===== src/rtl/load_store_unit.sv =====
// MEM-stage load/store unit: latches one request, runs a req/ack handshake with data
// memory (with timeout), and returns lane-aligned, extended load data to MEM/WB.
module load_store_unit #(
  parameter int unsigned WAIT_LIMIT = 16
) (
  input  logic        clk,
  input  logic        reset,
  input  logic        req_valid,
  output logic        req_ready,
  input  logic        req_write,
  input  logic [2:0]  req_funct3,
  input  logic [31:0] req_addr,
  input  logic [31:0] req_wdata,
  input  logic [4:0]  req_rd,
  output logic        mem_req,
  output logic        mem_we,
  output logic [31:0] mem_addr,
  output logic [31:0] mem_wdata,
  output logic [3:0]  mem_wstrb,
  input  logic        mem_ack,
  input  logic [31:0] mem_rdata,
  output logic        resp_valid,
  output logic [31:0] resp_data,
  output logic [4:0]  resp_rd,
  output logic        resp_we,
  output logic        err_misaligned,
  output logic        err_illegal,
  output logic        err_timeout,
  output logic        stall
);

  typedef enum logic [1:0] {IDLE, REQ, DONE} state_e;

  localparam logic [7:0] LAST_WAIT = 8'(WAIT_LIMIT - 1);

  state_e      state_q, state_d;
  logic [7:0]  wait_q, wait_d;
  logic        wr_q, wr_d;
  logic [2:0]  f3_q, f3_d;
  logic [1:0]  off_q, off_d;
  logic [4:0]  rd_q, rd_d;
  logic        mem_we_q, mem_we_d;
  logic [31:0] mem_addr_q, mem_addr_d;
  logic [31:0] mem_wdata_q, mem_wdata_d;
  logic [3:0]  mem_wstrb_q, mem_wstrb_d;
  logic        resp_valid_q, resp_valid_d;
  logic [31:0] resp_data_q, resp_data_d;
  logic [4:0]  resp_rd_q, resp_rd_d;
  logic        resp_we_q, resp_we_d;
  logic        err_mis_q, err_mis_d;
  logic        err_ill_q, err_ill_d;
  logic        err_to_q, err_to_d;

  logic        is_illegal, is_misaligned;
  logic [31:0] st_wdata;
  logic [3:0]  st_strb;
  logic [31:0] ld_shifted;
  logic [31:0] ld_data;

  // Illegal takes precedence; odd funct3 codes have no alignment meaning.
  assign is_illegal    = req_write ? (req_funct3 > 3'b010)
                                   : (req_funct3 == 3'b011 || req_funct3[2:1] == 2'b11);
  assign is_misaligned = (req_funct3[1:0] == 2'b01 && req_addr[0]) ||
                         (req_funct3[1:0] == 2'b10 && req_addr[1:0] != 2'b00);

  always_comb begin
    st_wdata = req_wdata;
    st_strb  = 4'b1111;
    case (req_funct3[1:0])
      2'b00: begin
        st_wdata = {4{req_wdata[7:0]}};
        st_strb  = 4'b0001 << req_addr[1:0];
      end
      2'b01: begin
        st_wdata = {2{req_wdata[15:0]}};
        st_strb  = req_addr[1] ? 4'b1100 : 4'b0011;
      end
      default: begin
        st_wdata = req_wdata;
        st_strb  = 4'b1111;
      end
    endcase
  end

  assign ld_shifted = mem_rdata >> {off_q, 3'b000};

  always_comb begin
    case (f3_q)
      3'b000:  ld_data = {{24{ld_shifted[7]}}, ld_shifted[7:0]};
      3'b001:  ld_data = {{16{ld_shifted[15]}}, ld_shifted[15:0]};
      3'b100:  ld_data = {24'd0, ld_shifted[7:0]};
      3'b101:  ld_data = {16'd0, ld_shifted[15:0]};
      default: ld_data = mem_rdata;
    endcase
  end

  always_comb begin
    state_d      = state_q;
    wait_d       = wait_q;
    wr_d         = wr_q;
    f3_d         = f3_q;
    off_d        = off_q;
    rd_d         = rd_q;
    mem_we_d     = mem_we_q;
    mem_addr_d   = mem_addr_q;
    mem_wdata_d  = mem_wdata_q;
    mem_wstrb_d  = mem_wstrb_q;
    resp_valid_d = 1'b0;
    resp_data_d  = 32'd0;
    resp_rd_d    = 5'd0;
    resp_we_d    = 1'b0;
    err_mis_d    = 1'b0;
    err_ill_d    = 1'b0;
    err_to_d     = 1'b0;
    case (state_q)
      IDLE: begin
        if (req_valid) begin
          wr_d        = req_write;
          f3_d        = req_funct3;
          off_d       = req_addr[1:0];
          rd_d        = req_rd;
          wait_d      = 8'd0;
          mem_addr_d  = {req_addr[31:2], 2'b00};
          mem_wdata_d = st_wdata;
          if (is_illegal || is_misaligned) begin
            state_d      = DONE;
            resp_valid_d = 1'b1;
            resp_rd_d    = req_write ? 5'd0 : req_rd;
            err_ill_d    = is_illegal;
            err_mis_d    = !is_illegal;
          end else begin
            state_d     = REQ;
            mem_we_d    = req_write;
            mem_wstrb_d = req_write ? st_strb : 4'b0000;
          end
        end
      end
      REQ: begin
        if (mem_ack || wait_q == LAST_WAIT) begin
          state_d      = DONE;
          mem_we_d     = 1'b0;
          mem_wstrb_d  = 4'b0000;
          resp_valid_d = 1'b1;
          resp_rd_d    = wr_q ? 5'd0 : rd_q;
          if (mem_ack) begin
            resp_data_d = wr_q ? 32'd0 : ld_data;
            resp_we_d   = !wr_q;
          end else begin
            err_to_d = 1'b1;
          end
        end else begin
          wait_d = wait_q + 8'd1;
        end
      end
      DONE: state_d = IDLE;
      default: state_d = IDLE;
    endcase
  end

  always_ff @(posedge clk or posedge reset) begin
    if (reset) begin
      state_q      <= IDLE;
      wait_q       <= 8'd0;
      wr_q         <= 1'b0;
      f3_q         <= 3'd0;
      off_q        <= 2'd0;
      rd_q         <= 5'd0;
      mem_we_q     <= 1'b0;
      mem_addr_q   <= 32'd0;
      mem_wdata_q  <= 32'd0;
      mem_wstrb_q  <= 4'd0;
      resp_valid_q <= 1'b0;
      resp_data_q  <= 32'd0;
      resp_rd_q    <= 5'd0;
      resp_we_q    <= 1'b0;
      err_mis_q    <= 1'b0;
      err_ill_q    <= 1'b0;
      err_to_q     <= 1'b0;
    end else begin
      state_q      <= state_d;
      wait_q       <= wait_d;
      wr_q         <= wr_d;
      f3_q         <= f3_d;
      off_q        <= off_d;
      rd_q         <= rd_d;
      mem_we_q     <= mem_we_d;
      mem_addr_q   <= mem_addr_d;
      mem_wdata_q  <= mem_wdata_d;
      mem_wstrb_q  <= mem_wstrb_d;
      resp_valid_q <= resp_valid_d;
      resp_data_q  <= resp_data_d;
      resp_rd_q    <= resp_rd_d;
      resp_we_q    <= resp_we_d;
      err_mis_q    <= err_mis_d;
      err_ill_q    <= err_ill_d;
      err_to_q     <= err_to_d;
    end
  end

  // mem_req follows state directly so an asynchronous reset drops it at once.
  assign mem_req        = (state_q == REQ);
  assign req_ready      = (state_q == IDLE);
  assign stall          = (state_q == REQ) || (state_q == IDLE && req_valid);
  assign mem_we         = mem_we_q;
  assign mem_addr       = mem_addr_q;
  assign mem_wdata      = mem_wdata_q;
  assign mem_wstrb      = mem_wstrb_q;
  assign resp_valid     = resp_valid_q;
  assign resp_data      = resp_data_q;
  assign resp_rd        = resp_rd_q;
  assign resp_we        = resp_we_q;
  assign err_misaligned = err_mis_q;
  assign err_illegal    = err_ill_q;
  assign err_timeout    = err_to_q;

endmodule


===== config.mk =====
export PLATFORM = sky130hd
export DESIGN_NAME = load_store_unit
export DESIGN_NICKNAME = d
export VERILOG_FILES = /design/src/rtl/load_store_unit.sv
export SDC_FILE = /design/constraint.sdc
export NUM_CORES = 1
export LEC_CHECK = 0
export CAP_MARGIN = 20
export CELL_PAD_IN_SITES_DETAIL_PLACEMENT = 2
export CELL_PAD_IN_SITES_GLOBAL_PLACEMENT = 2
export CORE_UTILIZATION = 26
export CTS_BUF_LIST = sky130_fd_sc_hd__clkbuf_8
export DETAILED_ROUTE_END_ITERATION = 6
export HOLD_SLACK_MARGIN = 0.06
export MAX_ROUTING_LAYER = met4
export PLACE_DENSITY_LB_ADDON = 0.1
export SYNTH_ARGS = -nofsm -noshare
export SYNTH_HDL_FRONTEND = slang
export SYNTH_SLANG_ARGS = --single-unit

===== constraint.sdc =====
create_clock -name clk -period 4.7 [get_ports clk]
set_input_delay 0.47 -clock clk [delete_from_list [all_inputs] [get_ports clk]]
set_output_delay 0.47 -clock clk [all_outputs]
set_load 0.05 [all_outputs]

==> flow_summary_export.csv, run 1 <==
group,metric,value,unit
place,pre_cts_ws,1.82,ns
route,dr.first_iter.drc_count,121,
sta,hold_violations,0,
global_route,grt_max_degree,106,
critical_path,critical_path_required,4.23,ns
sta,fmax,0.368,GHz
sta,post-route-worst-setup-slack,1.98,ns
floorplan,die_area,22700,um^2
global_route,grt-ovfl-total,0,
sta,skew,0.0137,ns
global_route,grt_pass1_vias,5839,
clock_network,numCtsBuffers,17,
floorplan,start_util,26.5,%
sta,drv_slew,0,
global_route,antenna_found_initial,0,
clock_network,postCtsHoldBufs,0,
cells_and_area,num_antenna_cells,0,
floorplan,dieWidth,151,um
yosys,synthCells,603,
sta,period_share,57.9,%
sta,worstMarginPinSlew,0.868,ns
clock_network,clk_pin_slew,0.06,ns
sta,rsz0062_at_grt,"no",
yosys,ys_types,54,
clock_network,clockBufferDepth,2,
flow_run,drv_cap,0,
critical_path,crit_path_start_kind,"input port",
clock_network,cts.sinks,130,
place,hpwl,14900,um
sta,slew_headroom,42.0,%
critical_path,critPathMaxFanout,4,
critical_path,cp-end-kind,"output port",
critical_path,arrival,2.25,ns
route,vias,5173,
clock_network,cts_resized,0,
yosys,synth-edff-count,0,
yosys,async_flop_share,100,%
clock_network,postCtsSetupBuffers,0,
sta,tns,0,ns
yosys,synth_area,5760,um^2
run_status,status,"finished, final reports clean",
hold_path,hold_path_class,"register to register",
floorplan,core_area,21800,um^2
route,wl_per_cell,18.5,um
cells_and_area,num-nets-final,919,
yosys,synth-warning-count,0,
route,drtPass1Iterations,4,
yosys,ys_seq_area_share,56.5,%
floorplan,ios,223,
power_and_ir_drop,p_leak,3.89,nW
global_route,grt_pass1_wl,31700,um
sta,period_needed,2.72,ns
sta,setup_viol,0,
place,portBuffers,220,
power_and_ir_drop,ir_drop,0.210,mV
clock_network,cts_max_level,4,
route,finalWirelength,20400,um
route,antenna_left,0,
critical_path,worst-setup-path-type,"input port to output port",
place,routabilityCongestion,0.779,
yosys,synth_flop_cell,"dfrtp_1",
route,via_per_inst,4.69,
floorplan,row_count,54,
clock_network,insertion_delay,0.43,ns
route,drc,0,
global_route,globalRouteTotalUtil,19.0,%
cells_and_area,drive_gt1_share,6.57,%
cells_and_area,utilization,39.6,%
yosys,ys_seq_elements,130,
yosys,avgSynthCellArea,9.55,um^2
clock_network,cts_tree,"done",
clock_network,cts-root-buf,"clkbuf_8",
cells_and_area,area_delta_synth_final,49.5,%
floorplan,fp.dieH,151,um
power_and_ir_drop,power.density,523,nW/um^2
## cell type report
class,instances,area [um^2]
Fill cell,2341,13100
Inverter,5,23.8
Multi-Input combinational cell,430,2310
Tap cell,280,350
Sequential cell,130,3250
Clock buffer,20,275
Timing Repair Buffer,225,2260
Clock inverter,12,139
## synth_stat cells (all sizes together) (2+ instances only)
library cell / count / area [um^2]
mux2i: 39 / 390
o21ai: 63 / 327
clkbuf: 20 / 86.3
a22oi: 7 / 52.6
nand3: 7 / 47.6
nand3b: 2 / 27.5
and2: 2 / 12.5
nand2: 205 / 772
nor2: 21 / 81.3
o211a: 2 / 20.0
a32o: 5 / 50.1
inv: 5 / 18.8
nor3: 4 / 25.0
dfrtp: 130 / 3250
and3: 2 / 12.5
nor4: 2 / 12.5
a21oi: 29 / 153
nand4: 2 / 12.5
nand2b: 6 / 40.0
or3: 2 / 13.8
nor2b: 2 / 12.5
buf: 19 / 104
o2bb2ai: 11 / 96.3
## sequential cells by signal, indices dropped and copies added, names as in the netlist, 2 cells and up
register / count
mem_addr: 30
f3_q: 3
state_q: 2
mem_wdata: 32
mem_wstrb: 4
wait_q: 8
off_q: 2
resp_rd: 5
rd_q: 5
resp_data: 32
## where the power goes
group	internal (mW)	switching (mW)	leakage, nW
Sequential	1.36	0.187	1.68
Combinational	0.637	1.32	1.99
Clock	0.560	0.444	0.221
## through the flow
step	std cells	hold WS (ns)	instance area [um^2]	total power, mW
after floorplan	604	0.446	5760	2.78
after global placement	1069	0.458	8170	3.47
after detailed placement	1069	0.466	8170	3.54
after CTS	1101	0.486	8580	4.57
after global routing	1102	0.516	8610	4.75
final	1102	0.478	8610	4.51
## kinds of logic after synthesis
logic type	Yosys count	share of synthesized area, %
and+or+nand+nor	262	19.4
DFF	130	56.5
AOI/OAI and AO/OA	125	13.2
buffers and inverters	44	3.63
muxes	39	6.78
adders and majority gates	1	0.217
other	1	0.0651
xor gates and xnor gates	1	0.152
## worst paths after layout
check / startpoint / slack, ns / cells after the start / to
max reg2reg: off_q[0]$_DFFE_PP0P_ / 2.40 / 4 / resp_data[23]$_DFF_PP0_
min: mem_wdata[4]$_DFFE_PP0P_ / 0.48 / 2 / mem_wdata[4]$_DFFE_PP0P_
min in group asynchronous: reset / 0.51 / 2 / resp_data[24]$_DFF_PP0_
max in group asynchronous: reset / 3.20 / 3 / resp_rd[0]$_DFF_PP0_
max: req_valid / 1.98 / 4 / stall
min reg2reg: mem_wdata[4]$_DFFE_PP0P_ / 0.48 / 2 / mem_wdata[4]$_DFFE_PP0P_
## layout by cell type (no fill, tap or decap), drive strengths merged, types with 2 or more instances in the layout
cell,instances
a21oi,29
a22oi,7
a32o,5
and2,2
and3,2
buf,5
bufinv,3
clkbuf,20
clkdlybuf4s50,220
clkinv,6
conb,2
dfrtp,130
inv,7
mux2i,39
nand2,205
nand2b,6
nand3,7
nand3b,2
nand4,2
nor2,21
nor2b,2
nor3,4
nor4,2
o211a,2
o21ai,63
o2bb2ai,11
or3,2
## worst max-delay path, cell delays in order
cell,delay [ns]
clkdlybuf4s50_1,0.54
nor2_1,0.06
nor2_1,0.30
clkdlybuf4s50_1,0.88
## routing by layer
layer,vias up,part of all wire (%),track usage [%]
met5,-,0,-
met4,0,1.1,4.85
met3,14,7.3,6.60
met2,146,52,32.8
met1,2589,40,20.6
li1,2424,-,-
(Power assumes the default switching activity.)
==> run 2: changes to the inputs <==
==> constraint.sdc (replaced) <==
create_clock -name clk -period 2.7 [get_ports clk]
set_input_delay 0.27 -clock clk [delete_from_list [all_inputs] [get_ports clk]]
set_output_delay 0.27 -clock clk [all_outputs]
set_load 0.05 [all_outputs]
==> run 2 against run 1 <==
  * Wire length increased by 0.69%
  * Die area unchanged
  * Clock skew about the same
  * Final cell count increased by 0.54%
  * Critical path type is now register to output port
  * Largest power group unchanged
==> flow_summary_export.csv, run 2 (same netlist as run 1, synthesis figures left out) <==
group,metric,value,unit
floorplan,fp.dieH,151,um
sta,tns,0,ns
global_route,grt-ovfl-total,0,
route,finalWirelength,20500,um
floorplan,start_util,26.5,%
cells_and_area,utilization,39.8,%
route,drc,0,
run_status,status,"finished, final reports clean",
cells_and_area,num-nets-final,925,
critical_path,arrival,2.06,ns
critical_path,reg2reg_depth,4,
global_route,globalRouteTotalUtil,19.1,%
sta,fmax,0.429,GHz
global_route,grt_util_met3,6.11,%
clock_network,postCtsSetupBuffers,0,
cells_and_area,final_common_cell,"clkdlybuf4s50_1",
route,vias,5212,
sta,rsz0062_at_grt,"no",
clock_network,postCtsHoldBufs,0,
power_and_ir_drop,finalPower,7.80,mW
global_route,grt_pass1_wl,31600,um
cells_and_area,num_antenna_cells,0,
critical_path,critical_path_required,2.43,ns
global_route,grt_pass1_vias,5705,
clock_network,clockBufferDepth,2,
clock_network,cts_max_level,4,
global_route,grt_util_met2,32.8,%
sta,period_needed,2.33,ns
clock_network,cts_resized,0,
route,dr.first_iter.drc_count,199,
global_route,antenna_found_initial,0,
route,via_per_inst,4.70,
clock_network,clk_pin_slew,0.08,ns
power_and_ir_drop,p_leak,3.91,nW
route,wl_per_cell,18.5,um
clock_network,insertion_delay,0.44,ns
place,pre_cts_ws,0.445,ns
sta,drv_slew,0,
hold_path,hold_path_class,"input port to asynchronous set/reset pin",
clock_network,numCtsBuffers,17,
global_route,met1_usage,21.2,%
sta,worstMarginPinSlew,0.956,ns
floorplan,dieWidth,151,um
sta,setup_viol,0,
sta,hold_violations,0,
cells_and_area,n_fill_cell,2360,
cells_and_area,drive_gt1_share,7.25,%
critical_path,r2r_start,"off_q[1]$_DFFE_PP0P_",
global_route,grt_busiest_layer,"met2",
place,hpwl,15400,um
floorplan,row_count,54,
floorplan,die_area,22700,um^2
sta,skew,0.0140,ns
critical_path,r2r_end,"resp_data[24]$_DFF_PP0_",
flow_run,drv_cap,0,
place,routabilityCongestion,0.779,
sta,post-route-worst-setup-slack,0.370,ns
clock_network,cts_tree,"done",
floorplan,core_area,21800,um^2
critical_path,critPathMaxFanout,5,
critical_path,crit_end,"mem_req",
critical_path,worst-setup-path-type,"register to output port",
sta,slew_headroom,35.8,%
place,portBuffers,220,
critical_path,cp-end-kind,"output port",
power_and_ir_drop,power.density,901,nW/um^2
power_and_ir_drop,ir_drop,0.405,mV
critical_path,crit_path_start_kind,"register",
clock_network,cts-root-buf,"clkbuf_8",
critical_path,reg2reg_slack,0.49,ns
cells_and_area,most-common-layout-cells,"clkdlybuf4s50_1, nand2_1, dfrtp_1, o21ai_0, mux2i_1",
route,antenna_left,0,
global_route,grt_max_degree,62,
floorplan,ios,223,
clock_network,cts.sinks,130,
cells_and_area,area_delta_synth_final,50.4,%
sta,period_share,86.3,%
route,drtPass1Iterations,4,
critical_path,critPathLaunch,"state_q[1]$_DFFE_PP0P_",
-- run 2: changes by cell type in the layout (fill, tap and decap cells not counted), sizes merged --
cell,before,now
inv,7,6
buf,5,11
clkinv,6,5
bufinv,3,2
clkinvlp,1,3
clkbuf,20,21
-- run 2: how the worst min path moves through the flow --
stage / from / end / cells after the start
6_report: reset / resp_data[31]$_DFF_PP0_ / 3
5_1_grt: reset / resp_data[15]$_DFF_PP0_ / 3
4_1_cts: reset / resp_data[10]$_DFF_PP0_ / 3
3_5_place_dp: mem_addr[27]$_DFFE_PP0P_ / mem_addr[27]$_DFFE_PP0P_ / 2
3_3_place_gp: rd_q[3]$_DFFE_PP0P_ / rd_q[3]$_DFFE_PP0P_ / 2
2_1_floorplan: req_funct3[2] / f3_q[2]$_DFFE_PP0P_ / 2
-- run 2: report_power, final --
group	internal (mW)	total, mW	leakage (nW)	switching, mW
Clock	0.907	1.69	0.210	0.785
Combinational	1.13	3.43	2.02	2.30
Sequential	2.37	2.68	1.68	0.308
Total	4.41	7.80	3.91	3.39
-- run 2: cell type report --
type	count	area [um^2]	share of cell area (%)
multi-input combinational	430	2310	26.7
sequential	130	3250	37.6
inverter	5	22.5	0.260
clock buffer	21	289	3.34
timing repair buffer	231	2320	26.8
clock inverter	11	111	1.29
tap	280	350	4.05
-- run 2: metal layers --
| layer | vias up | routed length, um |
|---|---|---|
| met2 | 142 | 10700 |
| met1 | 2613 | 8230 |
| li1 | 2438 | - |
| met3 | 19 | 1330 |
| met5 | - | 0 |
| met4 | 0 | 284 |
-- run 2: critical path, cell delays in order, from the launching register on --
cell             delay, ns
dfrtp_1               0.44
nand2b_2              0.24
inv_2                 0.12
clkdlybuf4s50_1       0.82
-- run 2: stage by stage --
step	cells	area, um^2	hold WS [ns]
5_1_grt	1108	8660	0.316
4_1_cts	1108	8660	0.322
3_5_place_dp	1076	8260	0.469
3_3_place_gp	1076	8260	0.458
6_report	1108	8660	0.306
2_1_floorplan	604	5760	0.375
==> run 3: changes to the inputs <==
--- a/config.mk
+++ b/config.mk
@@ -14,6 +14,7 @@
 export HOLD_SLACK_MARGIN = 0.06
 export MAX_ROUTING_LAYER = met4
 export PLACE_DENSITY_LB_ADDON = 0.1
+export SETUP_SLACK_MARGIN = 0.05
 export SYNTH_ARGS = -nofsm -noshare
 export SYNTH_HDL_FRONTEND = slang
 export SYNTH_SLANG_ARGS = --single-unit
==> results of run 3 <==
Same layout as run 2: the final DEF is identical, and so are final timing and power.
